--- config.mk ---
export PLATFORM = sky130hd
export DESIGN_NAME = alu_issue_unit_flat
export DESIGN_NICKNAME = d
export VERILOG_FILES = /design/src/rtl/alu_issue_if.sv /design/src/rtl/alu_issue_unit.sv /design/src/flat_wrapper.sv
export SDC_FILE = /design/constraint.sdc
export NUM_CORES = 1
export LEC_CHECK = 0
export ABC_CLOCK_PERIOD_IN_PS = 9000
export CORE_ASPECT_RATIO = 1.2
export CORE_MARGIN = 8
export CORE_UTILIZATION = 45
export CTS_BUF_LIST = sky130_fd_sc_hd__clkbuf_4
export CTS_CLUSTER_DIAMETER = 50
export DETAILED_ROUTE_END_ITERATION = 12
export GPL_TIMING_DRIVEN = 0
export PLACE_DENSITY = 0.69
export SLEW_MARGIN = 20
export SYNTH_ARGS = -nofsm -noshare
export SYNTH_HDL_FRONTEND = slang
export SYNTH_SLANG_ARGS = --single-unit
--- constraint.sdc ---
create_clock -name clk -period 9 [get_ports clk]
set_input_delay 1.8 -clock clk [delete_from_list [all_inputs] [get_ports clk]]
set_output_delay 1.8 -clock clk [all_outputs]
set_load 0.05 [all_outputs]
--- src/rtl/alu_issue_if.sv ---
// ---------------------------------------------------------------------------
// alu_issue_if
// Bundles every non-clock/reset signal of alu_issue_unit.
//   instr / instr_valid / instr_ready     : instruction stream into the unit
//   alu_operand1/2, alu_operation         : operands and opcode sent to the ALU
//   alu_result                            : combinational result from the ALU
//   out_data / out_valid / out_ready      : register values streamed out
//   zero_flag                             : last ALU result was zero
// Modports:
//   slave  - the issue unit's view (it accepts instructions)
//   master - the surrounding system's view (source, ALU and sink)
// ---------------------------------------------------------------------------
interface alu_issue_if #(
    parameter int DATA_WIDTH = 16
);
    logic [15:0]           instr;
    logic                  instr_valid;
    logic                  instr_ready;
    logic [DATA_WIDTH-1:0] alu_operand1;
    logic [DATA_WIDTH-1:0] alu_operand2;
    logic [3:0]            alu_operation;
    logic [DATA_WIDTH-1:0] alu_result;
    logic [DATA_WIDTH-1:0] out_data;
    logic                  out_valid;
    logic                  out_ready;
    logic                  zero_flag;

    modport slave (
        input  instr, instr_valid, alu_result, out_ready,
        output instr_ready, alu_operand1, alu_operand2, alu_operation,
               out_data, out_valid, zero_flag
    );

    modport master (
        output instr, instr_valid, alu_result, out_ready,
        input  instr_ready, alu_operand1, alu_operand2, alu_operation,
               out_data, out_valid, zero_flag
    );
endinterface

--- src/rtl/alu_issue_unit.sv ---
// ---------------------------------------------------------------------------
// alu_issue_unit
// Sequential initiator for a 16-bit combinational ALU. Accepts instruction
// words over a valid/ready handshake, keeps a small register file, drives the
// ALU with registered operands for one EXEC cycle, writes the ALU result back
// and streams selected registers out over a second valid/ready port.
//
// Ports:
//   clk    - system clock, rising edge
//   reset  - asynchronous, active-high reset
//   bus    - alu_issue_if.slave (instruction in, ALU side, output stream,
//            zero_flag)
//
// Instruction word: op[15:13] rd[12:10] rs1[9:7] rs2[6:4] imm[7:0]
//   000 ADD, 001 SUB, 010 AND, 011 OR, 100 XOR : rd <= rs1 op rs2
//   101 LDI : rd <= zero-extended imm
//   110 OUT : emit reg[rs1]
//   111 NOP
//
// Optional feature macro: ALU_ISSUE_ZERO_FLAG_EN
//   defined   - zero_flag registers (alu_result == 0) at each ALU writeback
//   undefined - zero_flag is constant 0
// ---------------------------------------------------------------------------
module alu_issue_unit #(
    parameter int DATA_WIDTH = 16,
    parameter int REG_COUNT  = 8
) (
    input logic       clk,
    input logic       reset,
    alu_issue_if.slave bus
);

    typedef enum logic [1:0] {
        IDLE     = 2'd0,
        EXEC     = 2'd1,
        OUT_WAIT = 2'd2
    } state_t;

    localparam logic [2:0] OP_LDI = 3'b101;
    localparam logic [2:0] OP_OUT = 3'b110;
    localparam logic [2:0] OP_NOP = 3'b111;

    // Register indices are 3 bits wide; anything at or above this limit reads
    // as zero and is never written, so smaller register files behave as if
    // the missing registers were hard-wired to zero.
    localparam logic [3:0] REG_LIMIT = 4'(REG_COUNT);

    state_t                state;
    logic [DATA_WIDTH-1:0] regs [8];
    logic                  instr_ready_q;
    logic                  out_valid_q;
    logic [DATA_WIDTH-1:0] out_data_q;
    logic [DATA_WIDTH-1:0] operand1_q;
    logic [DATA_WIDTH-1:0] operand2_q;
    logic [3:0]            operation_q;
    logic [2:0]            exec_rd;

    logic [2:0]            op;
    logic [2:0]            rd;
    logic [2:0]            rs1;
    logic [2:0]            rs2;
    logic [7:0]            imm;
    logic [DATA_WIDTH-1:0] imm_ext;
    logic [DATA_WIDTH-1:0] rs1_val;
    logic [DATA_WIDTH-1:0] rs2_val;
    logic                  rd_writable;
    logic                  exec_rd_writable;
    logic                  accept;

    // Field decode straight off the instruction bus; only used on a transfer
    // edge, when the source guarantees instr is stable.
    assign op      = bus.instr[15:13];
    assign rd      = bus.instr[12:10];
    assign rs1     = bus.instr[9:7];
    assign rs2     = bus.instr[6:4];
    assign imm     = bus.instr[7:0];
    assign imm_ext = {{(DATA_WIDTH-8){1'b0}}, imm};

    assign rs1_val          = ({1'b0, rs1} < REG_LIMIT) ? regs[rs1] : '0;
    assign rs2_val          = ({1'b0, rs2} < REG_LIMIT) ? regs[rs2] : '0;
    assign rd_writable      = ({1'b0, rd} < REG_LIMIT);
    assign exec_rd_writable = ({1'b0, exec_rd} < REG_LIMIT);

    // instr_ready_q is only ever high while in IDLE, so it doubles as the
    // state qualifier for a transfer.
    assign accept = bus.instr_valid && instr_ready_q;

    assign bus.instr_ready   = instr_ready_q;
    assign bus.out_valid     = out_valid_q;
    assign bus.out_data      = out_data_q;
    assign bus.alu_operand1  = operand1_q;
    assign bus.alu_operand2  = operand2_q;
    assign bus.alu_operation = operation_q;

    // Main sequencer: decodes accepted instructions, owns the register file
    // and all registered outputs. The ALU operands are loaded on the accept
    // edge so they are stable for the entire EXEC cycle, and the ALU result
    // is written back on the edge that ends EXEC. instr_ready comes up one
    // edge after reset release, so nothing is accepted on that first edge.
    always_ff @(posedge clk or posedge reset) begin
        if (reset) begin
            state         <= IDLE;
            instr_ready_q <= 1'b0;
            out_valid_q   <= 1'b0;
            out_data_q    <= '0;
            operand1_q    <= '0;
            operand2_q    <= '0;
            operation_q   <= 4'b0000;
            exec_rd       <= 3'd0;
            for (int i = 0; i < 8; i++) begin
                regs[i] <= '0;
            end
        end else begin
            case (state)
                IDLE: begin
                    instr_ready_q <= 1'b1;
                    if (accept) begin
                        case (op)
                            OP_LDI: begin
                                if (rd_writable) begin
                                    regs[rd] <= imm_ext;
                                end
                            end
                            OP_OUT: begin
                                out_data_q    <= rs1_val;
                                out_valid_q   <= 1'b1;
                                instr_ready_q <= 1'b0;
                                state         <= OUT_WAIT;
                            end
                            OP_NOP: begin
                            end
                            default: begin
                                operand1_q    <= rs1_val;
                                operand2_q    <= rs2_val;
                                operation_q   <= {1'b0, op};
                                exec_rd       <= rd;
                                instr_ready_q <= 1'b0;
                                state         <= EXEC;
                            end
                        endcase
                    end
                end
                EXEC: begin
                    if (exec_rd_writable) begin
                        regs[exec_rd] <= bus.alu_result;
                    end
                    instr_ready_q <= 1'b1;
                    state         <= IDLE;
                end
                OUT_WAIT: begin
                    if (bus.out_ready) begin
                        out_valid_q   <= 1'b0;
                        instr_ready_q <= 1'b1;
                        state         <= IDLE;
                    end
                end
                default: begin
                    instr_ready_q <= 1'b0;
                    state         <= IDLE;
                end
            endcase
        end
    end

`ifdef ALU_ISSUE_ZERO_FLAG_EN
    logic zero_q;

    // Zero flag tracks only ALU writebacks; LDI, OUT and NOP leave it alone.
    always_ff @(posedge clk or posedge reset) begin
        if (reset) begin
            zero_q <= 1'b0;
        end else if (state == EXEC) begin
            zero_q <= (bus.alu_result == '0);
        end
    end

    assign bus.zero_flag = zero_q;
`else
    assign bus.zero_flag = 1'b0;
`endif

endmodule

--- src/flat_wrapper.sv ---
// flat-port wrapper written by rule: the top's interface ports become plain ports
module alu_issue_unit_flat 
#(
    parameter int DATA_WIDTH = 16,
    parameter int REG_COUNT  = 8
)
  (clk, reset, bus_instr, bus_instr_valid, bus_alu_result, bus_out_ready, bus_instr_ready, bus_alu_operand1, bus_alu_operand2, bus_alu_operation, bus_out_data, bus_out_valid, bus_zero_flag);
  alu_issue_if #(.DATA_WIDTH(DATA_WIDTH)) bus_i ();
  input logic clk;
  input logic reset;
  input wire logic [$bits(bus_i.instr)-1:0] bus_instr;
  input wire logic [$bits(bus_i.instr_valid)-1:0] bus_instr_valid;
  input wire logic [$bits(bus_i.alu_result)-1:0] bus_alu_result;
  input wire logic [$bits(bus_i.out_ready)-1:0] bus_out_ready;
  output wire logic [$bits(bus_i.instr_ready)-1:0] bus_instr_ready;
  output wire logic [$bits(bus_i.alu_operand1)-1:0] bus_alu_operand1;
  output wire logic [$bits(bus_i.alu_operand2)-1:0] bus_alu_operand2;
  output wire logic [$bits(bus_i.alu_operation)-1:0] bus_alu_operation;
  output wire logic [$bits(bus_i.out_data)-1:0] bus_out_data;
  output wire logic [$bits(bus_i.out_valid)-1:0] bus_out_valid;
  output wire logic [$bits(bus_i.zero_flag)-1:0] bus_zero_flag;
  assign bus_i.instr = bus_instr;
  assign bus_i.instr_valid = bus_instr_valid;
  assign bus_i.alu_result = bus_alu_result;
  assign bus_i.out_ready = bus_out_ready;
  assign bus_instr_ready = bus_i.instr_ready;
  assign bus_alu_operand1 = bus_i.alu_operand1;
  assign bus_alu_operand2 = bus_i.alu_operand2;
  assign bus_alu_operation = bus_i.alu_operation;
  assign bus_out_data = bus_i.out_data;
  assign bus_out_valid = bus_i.out_valid;
  assign bus_zero_flag = bus_i.zero_flag;
  alu_issue_unit #(.DATA_WIDTH(DATA_WIDTH), .REG_COUNT(REG_COUNT)) u_core (.clk(clk), .reset(reset), .bus(bus_i));
endmodule
# Yosys cells after proc, flatten, opt, wreduce, memory -nomap -nowiden

Index checks and enable logic that the tools add are counted.
Widths: inputs -> output; s select.

Bits in registers: 186
Bits in latches: 0
RAM bits: 0
Memory bits (read-only): 0
Input port bits: 36
Word-level logic and storage cells: 77
Memories: 0

Add/subtract/negate cells: 0
$mul: 0
Div/mod/pow operators: 0
$lt $le $gt $ge: 6
Equality and inequality tests: 10
Shift operators: 0
Muxes and demuxes: 27
Bitwise logic cells: 5
Reductions and logical operators: 13

Operators with widths:

| cell               | number |
|---|---|
| $bwmux 128         | 2 |
| $mux 128           | 2 |
| $pmux 128 s2       | 1 |
| $bmux 16 s3        | 2 |
| $demux 16 s3       | 2 |
| $mux 16            | 6 |
| $ge 4x4->1 const B | 4 |
| $not 3->4          | 4 |
| $reduce_and 3->1   | 4 |
| $eq 3x3->1 const B | 3 |
| $lt 4x1->1 const B | 2 |
| $ne 2x2->1 const B | 4 |
| $pmux 2 s2         | 2 |
| $mux 1             | 6 |
| $mux 2             | 2 |
| $reduce_and 4->1   | 1 |
| $reduce_bool 2->1  | 2 |
| $logic_and 1x1->1  | 3 |
| $pmux 1 s3         | 1 |
| $reduce_or 3->1    | 1 |
| $eq 2x1->1 const B | 1 |
| $eq 2x2->1 const B | 1 |
| $logic_not 2->1    | 1 |
| $ne 2x1->1 const B | 1 |
| other kinds (3)    | 3 |

# Logic depth before layout (Yosys ltp)

Depth in word-level cells: 9
Gate-level depth with buffers: 9

# Least setup slack after synthesis

No wires, ideal clock.

Path type: input to register
Start point: in bus_instr[4]
End point: reg u_core.operand2_q[9], in the netlist u_core.bus.alu_operand2[9]
Library setup time: 0.134 ns
Arrival time: 3.016 ns
Data required time: 8.866 ns
Setup slack: 5.850 ns
Cell stages on the path: 5
Path through: buf_4 > buf_2 > mux4_2 > mux2i_1 > o21ai_0

Word-level cells in the longest chain between the ends: 4

Ends and longest elaborated chain:

| item                                       | RTL line              | source |
|---|---|---|
| start: declaration                         | flat_wrapper.sv:11    | `input wire logic [$bits(bus_i.instr)-1:0] bus_instr;` |
| $not 3->4 (implied by the code)            | alu_issue_unit.sv:80  | `assign rs2_val = ({1'b0, rs2} < REG_LIMIT) ? regs[rs2] : '0;` |
| $bmux 16 s3                                | alu_issue_unit.sv:80  |  |
| $mux 16 (implied by the code) (2 in a row) | alu_issue_unit.sv:80  |  |
| end signal: assignment                     | alu_issue_unit.sv:134 | `operand2_q <= rs2_val;` |
| end: declaration                           | alu_issue_unit.sv:54  | `logic [DATA_WIDTH-1:0] operand2_q;` |

Every way passes these cells. The select of a mux whose other input is x is not followed.
A chain may end at the register's enable or synchronous reset.

# Final worst setup path

Start point: reg u_core.instr_ready_q, in the netlist u_core.bus.instr_ready
End point: out bus_instr_ready

RTL lines:

| item                     | RTL line              | source |
|---|---|---|
| start: declaration       | alu_issue_unit.sv:50  | `logic instr_ready_q;` |
| start signal: assignment | alu_issue_unit.sv:103 | `instr_ready_q <= 1'b0;` |
| start signal: assignment | alu_issue_unit.sv:116 | `instr_ready_q <= 1'b1;` |
| start signal: assignment | alu_issue_unit.sv:127 | `instr_ready_q <= 1'b0;` |
| end: declaration         | flat_wrapper.sv:15    | `output wire logic [$bits(bus_i.instr_ready)-1:0] bus_instr_ready;` |

No word-level cell between the ends.

==> flow_metrics.tcl <==
set metrics [dict create \
    initial_core_util_pct 45.6 \
    period_needed_ns 3.68 \
    drive_gt1_share_pct 30.9 \
    synth_top_area_share_pct 47.3 \
    rsz0062_at_grt "false" \
    ys.flop_type "dfrtp_1" \
    skew_ns 0.0241 \
    synth_edf_count 0 \
    dieArea_um2 26900 \
    grt_pass1_wl_mm 45.7 \
    holdBufCountCts 0 \
    netlist_instances 799 \
    vdd_drop_max_mv 0.214 \
    syn_area_um2 9840 \
    antenna_found_initial 1 \
    cts_max_level 4 \
    hold_viol_final 0 \
    grt_pass1_vias 7558 \
    cts_tree "done" \
    critical_path_class "flop to primary output" \
    final_nets 937 \
    cp-end-kind "primary output" \
    drtIter0Drc 777 \
    core-area_um2 21600 \
    tightest_slew_ns 0.920 \
    ys_warn_count 0 \
    synth.distinct_cells 39 \
    dieHeight_um 178 \
    io_buffers 76 \
    dpl.hpwl_mm 21.4 \
    clock_sinks 186 \
    rows 59 \
    path_delay_family "buffers and inverters" \
    fmax_mhz 272 \
    layout.cells.non_filler 1185 \
    hp-class "flop to flop" \
    grt_usage_pct 22.6 \
    ys_seq_area_share_pct 47.3 \
    leakage_nw 4.53 \
    viasPerCell 6.41 \
    crit_buf_inv 1 \
    ant_nets 0 \
    slowest_delay_ns 0.84 \
    dr_total_vias 7591 \
    dieWidth_um 151 \
    cp.arrival_ns 1.88 \
    setup_tns_ns 0 \
    synthArstFlopShare_pct 100 \
    maxCapViolCount 0 \
    drtPass1Iterations 5 \
    ys_seq_elements 186 \
    place_congestion 0.878 \
    drc 0 \
    synth_area_leaders "dfrtp_1 47%, mux4_2 15%, a31o_2 5.3%" \
    syn_to_final_growth_pct 14.7 \
    postCtsSetupBuffers 0 \
    cts-buffers-inserted 17 \
    cts_buffer_depth 2 \
    status "completed" \
    clk_latency_ns 0.62 \
    placedCellCount 1152 \
    ctsResizeCount 0 \
    fillers 1935 \
    syn_area_per_cell_um2 12.3 \
    clkTransAtPathRegs_ns 0.14 \
    grt_max_degree 94 \
    multiInputGateArea_um2 4740 \
    crit_chain "clkdlybuf4s50_1" \
    seq_area_um2 4650 \
    setup_viol 0 \
    yosysMostFrequentCell "dfrtp_1" \
    synthTopCellsByCount "186 x dfrtp_1, 65 x nor3_1, 64 x mux4_2, 59 x a31o_2, 45 x nand2_1" \
    crit_slowest_cell "clkdlybuf4s50_1" \
    yosys.area.top_type "dfrtp_1" \
    maxSlewHeadroom_pct 38.7 \
    power_density_nw_per_um2 321 \
    cp.required_ns 7.20 \
    grt_overflow 0 \
    clockRootBuffer "clkbuf_4" \
    postRouteWirelength_mm 29.2 \
    worstSetupStartpointType "flop" \
    post-route-period-util_pct 40.9 \
    wl_per_cell_um 24.6 \
    cp_max_fo 5 \
    ios 91 \
    hold_slack_ns 0.499 \
    timing.final.max_slew_violations 0 \
]
-- cell usage in the layout (no fill, tap or decap), types with 6 or more instances in the layout --
| master | instances |
|---|---|
| or2_1 | 6 |
| clkdlybuf4s50_1 | 76 |
| or2_2 | 34 |
| o21a_1 | 32 |
| a31o_2 | 59 |
| o32a_1 | 32 |
| buf_1 | 10 |
| nor2_1 | 20 |
| mux4_2 | 64 |
| buf_2 | 26 |
| o21ai_2 | 8 |
| dfrtp_1 | 186 |
| clkbuf_1 | 32 |
| a21oi_1 | 17 |
| o221a_2 | 31 |
| mux2_2 | 6 |
| clkbuf_4 | 18 |
| buf_4 | 12 |
| nor3_1 | 65 |
| nand2_1 | 45 |
| mux2i_1 | 33 |
| o21ai_0 | 35 |
-- metrics by stage --
stage	power (mW)	instance area, um2	worst slack (ns)	util [%]
final	3.63	11300	5.32	52.4
after global routing	3.81	11300	5.23	52.4
after CTS	3.62	11300	5.29	52.3
after detailed placement	3.17	11000	4.82	51.1
after global placement	3.12	10900	-0.484	50.8
after floorplan	2.61	9840	2.14	-
-- sequential cells by signal, summed over array words and instances, names as in the netlist --
| register | flops |
|---|---|
| u_core.bus.alu_operand1 | 16 |
| u_core.bus.alu_operand2 | 16 |
| u_core.bus.alu_operation | 3 |
| u_core.bus.instr_ready | 1 |
| u_core.bus.out_data | 16 |
| u_core.bus.out_valid | 1 |
| u_core.exec_rd | 3 |
| u_core.regs | 128 |
| u_core.state | 2 |
-- routing by layer --
metal | wire length [um] | global-route usage [%] | up-vias
li1 | - | - | 3327
met1 | 12200 | 30.3 | 3877
met2 | 14200 | 35.8 | 344
met3 | 2260 | 4.90 | 43
met4 | 486 | 7.27 | 0
met5 | 0 | 0 | -
-- power by group --
group | switching [mW] | internal [mW] | leakage (nW)
Sequential | 0.268 | 1.19 | 2.40
Combinational | 0.961 | 0.743 | 1.98
Clock | 0.314 | 0.147 | 0.144
-- logic make-up (layout without fill, tap and decap cells) --
group	after synthesis	after routing	synth area share, %
other cells	1	3	0.0381
fa+ha+maj	4	4	0.509
compound gates	224	224	18.8
mux	103	103	18.7
flops	186	186	47.3
buf+inv	89	199	4.57
simple gates	192	192	10.0
-- worst paths after layout --
path                                             from                          to  slack [ns]  depth (start not counted)
setup / recovery               u_core.bus.instr_ready             bus_instr_ready        5.32                          1
hold / removal             u_core.bus.alu_operand1[3]  u_core.bus.alu_operand1[3]        0.50                          2
setup reg to reg                      u_core.state[0]            u_core.regs[101]        6.39                          7
hold reg to reg            u_core.bus.alu_operand1[3]  u_core.bus.alu_operand1[3]        0.50                          2
max in group asynchronous                       reset              u_core.regs[5]        6.41                          4
min in group asynchronous                       reset             u_core.regs[45]        1.47                          2
-- cell type report --
type	instances	share of cell area (%)
Antenna cell	1	0.0222
Buffer	85	3.85
Clock buffer	18	1.20
Clock inverter	14	1.23
Inverter	4	0.200
Multi-Input combinational cell	525	42.0
Sequential cell	186	41.2
Tap cell	274	3.04
Timing Repair Buffer	78	7.23
Power figures use the tool's default switching activity.
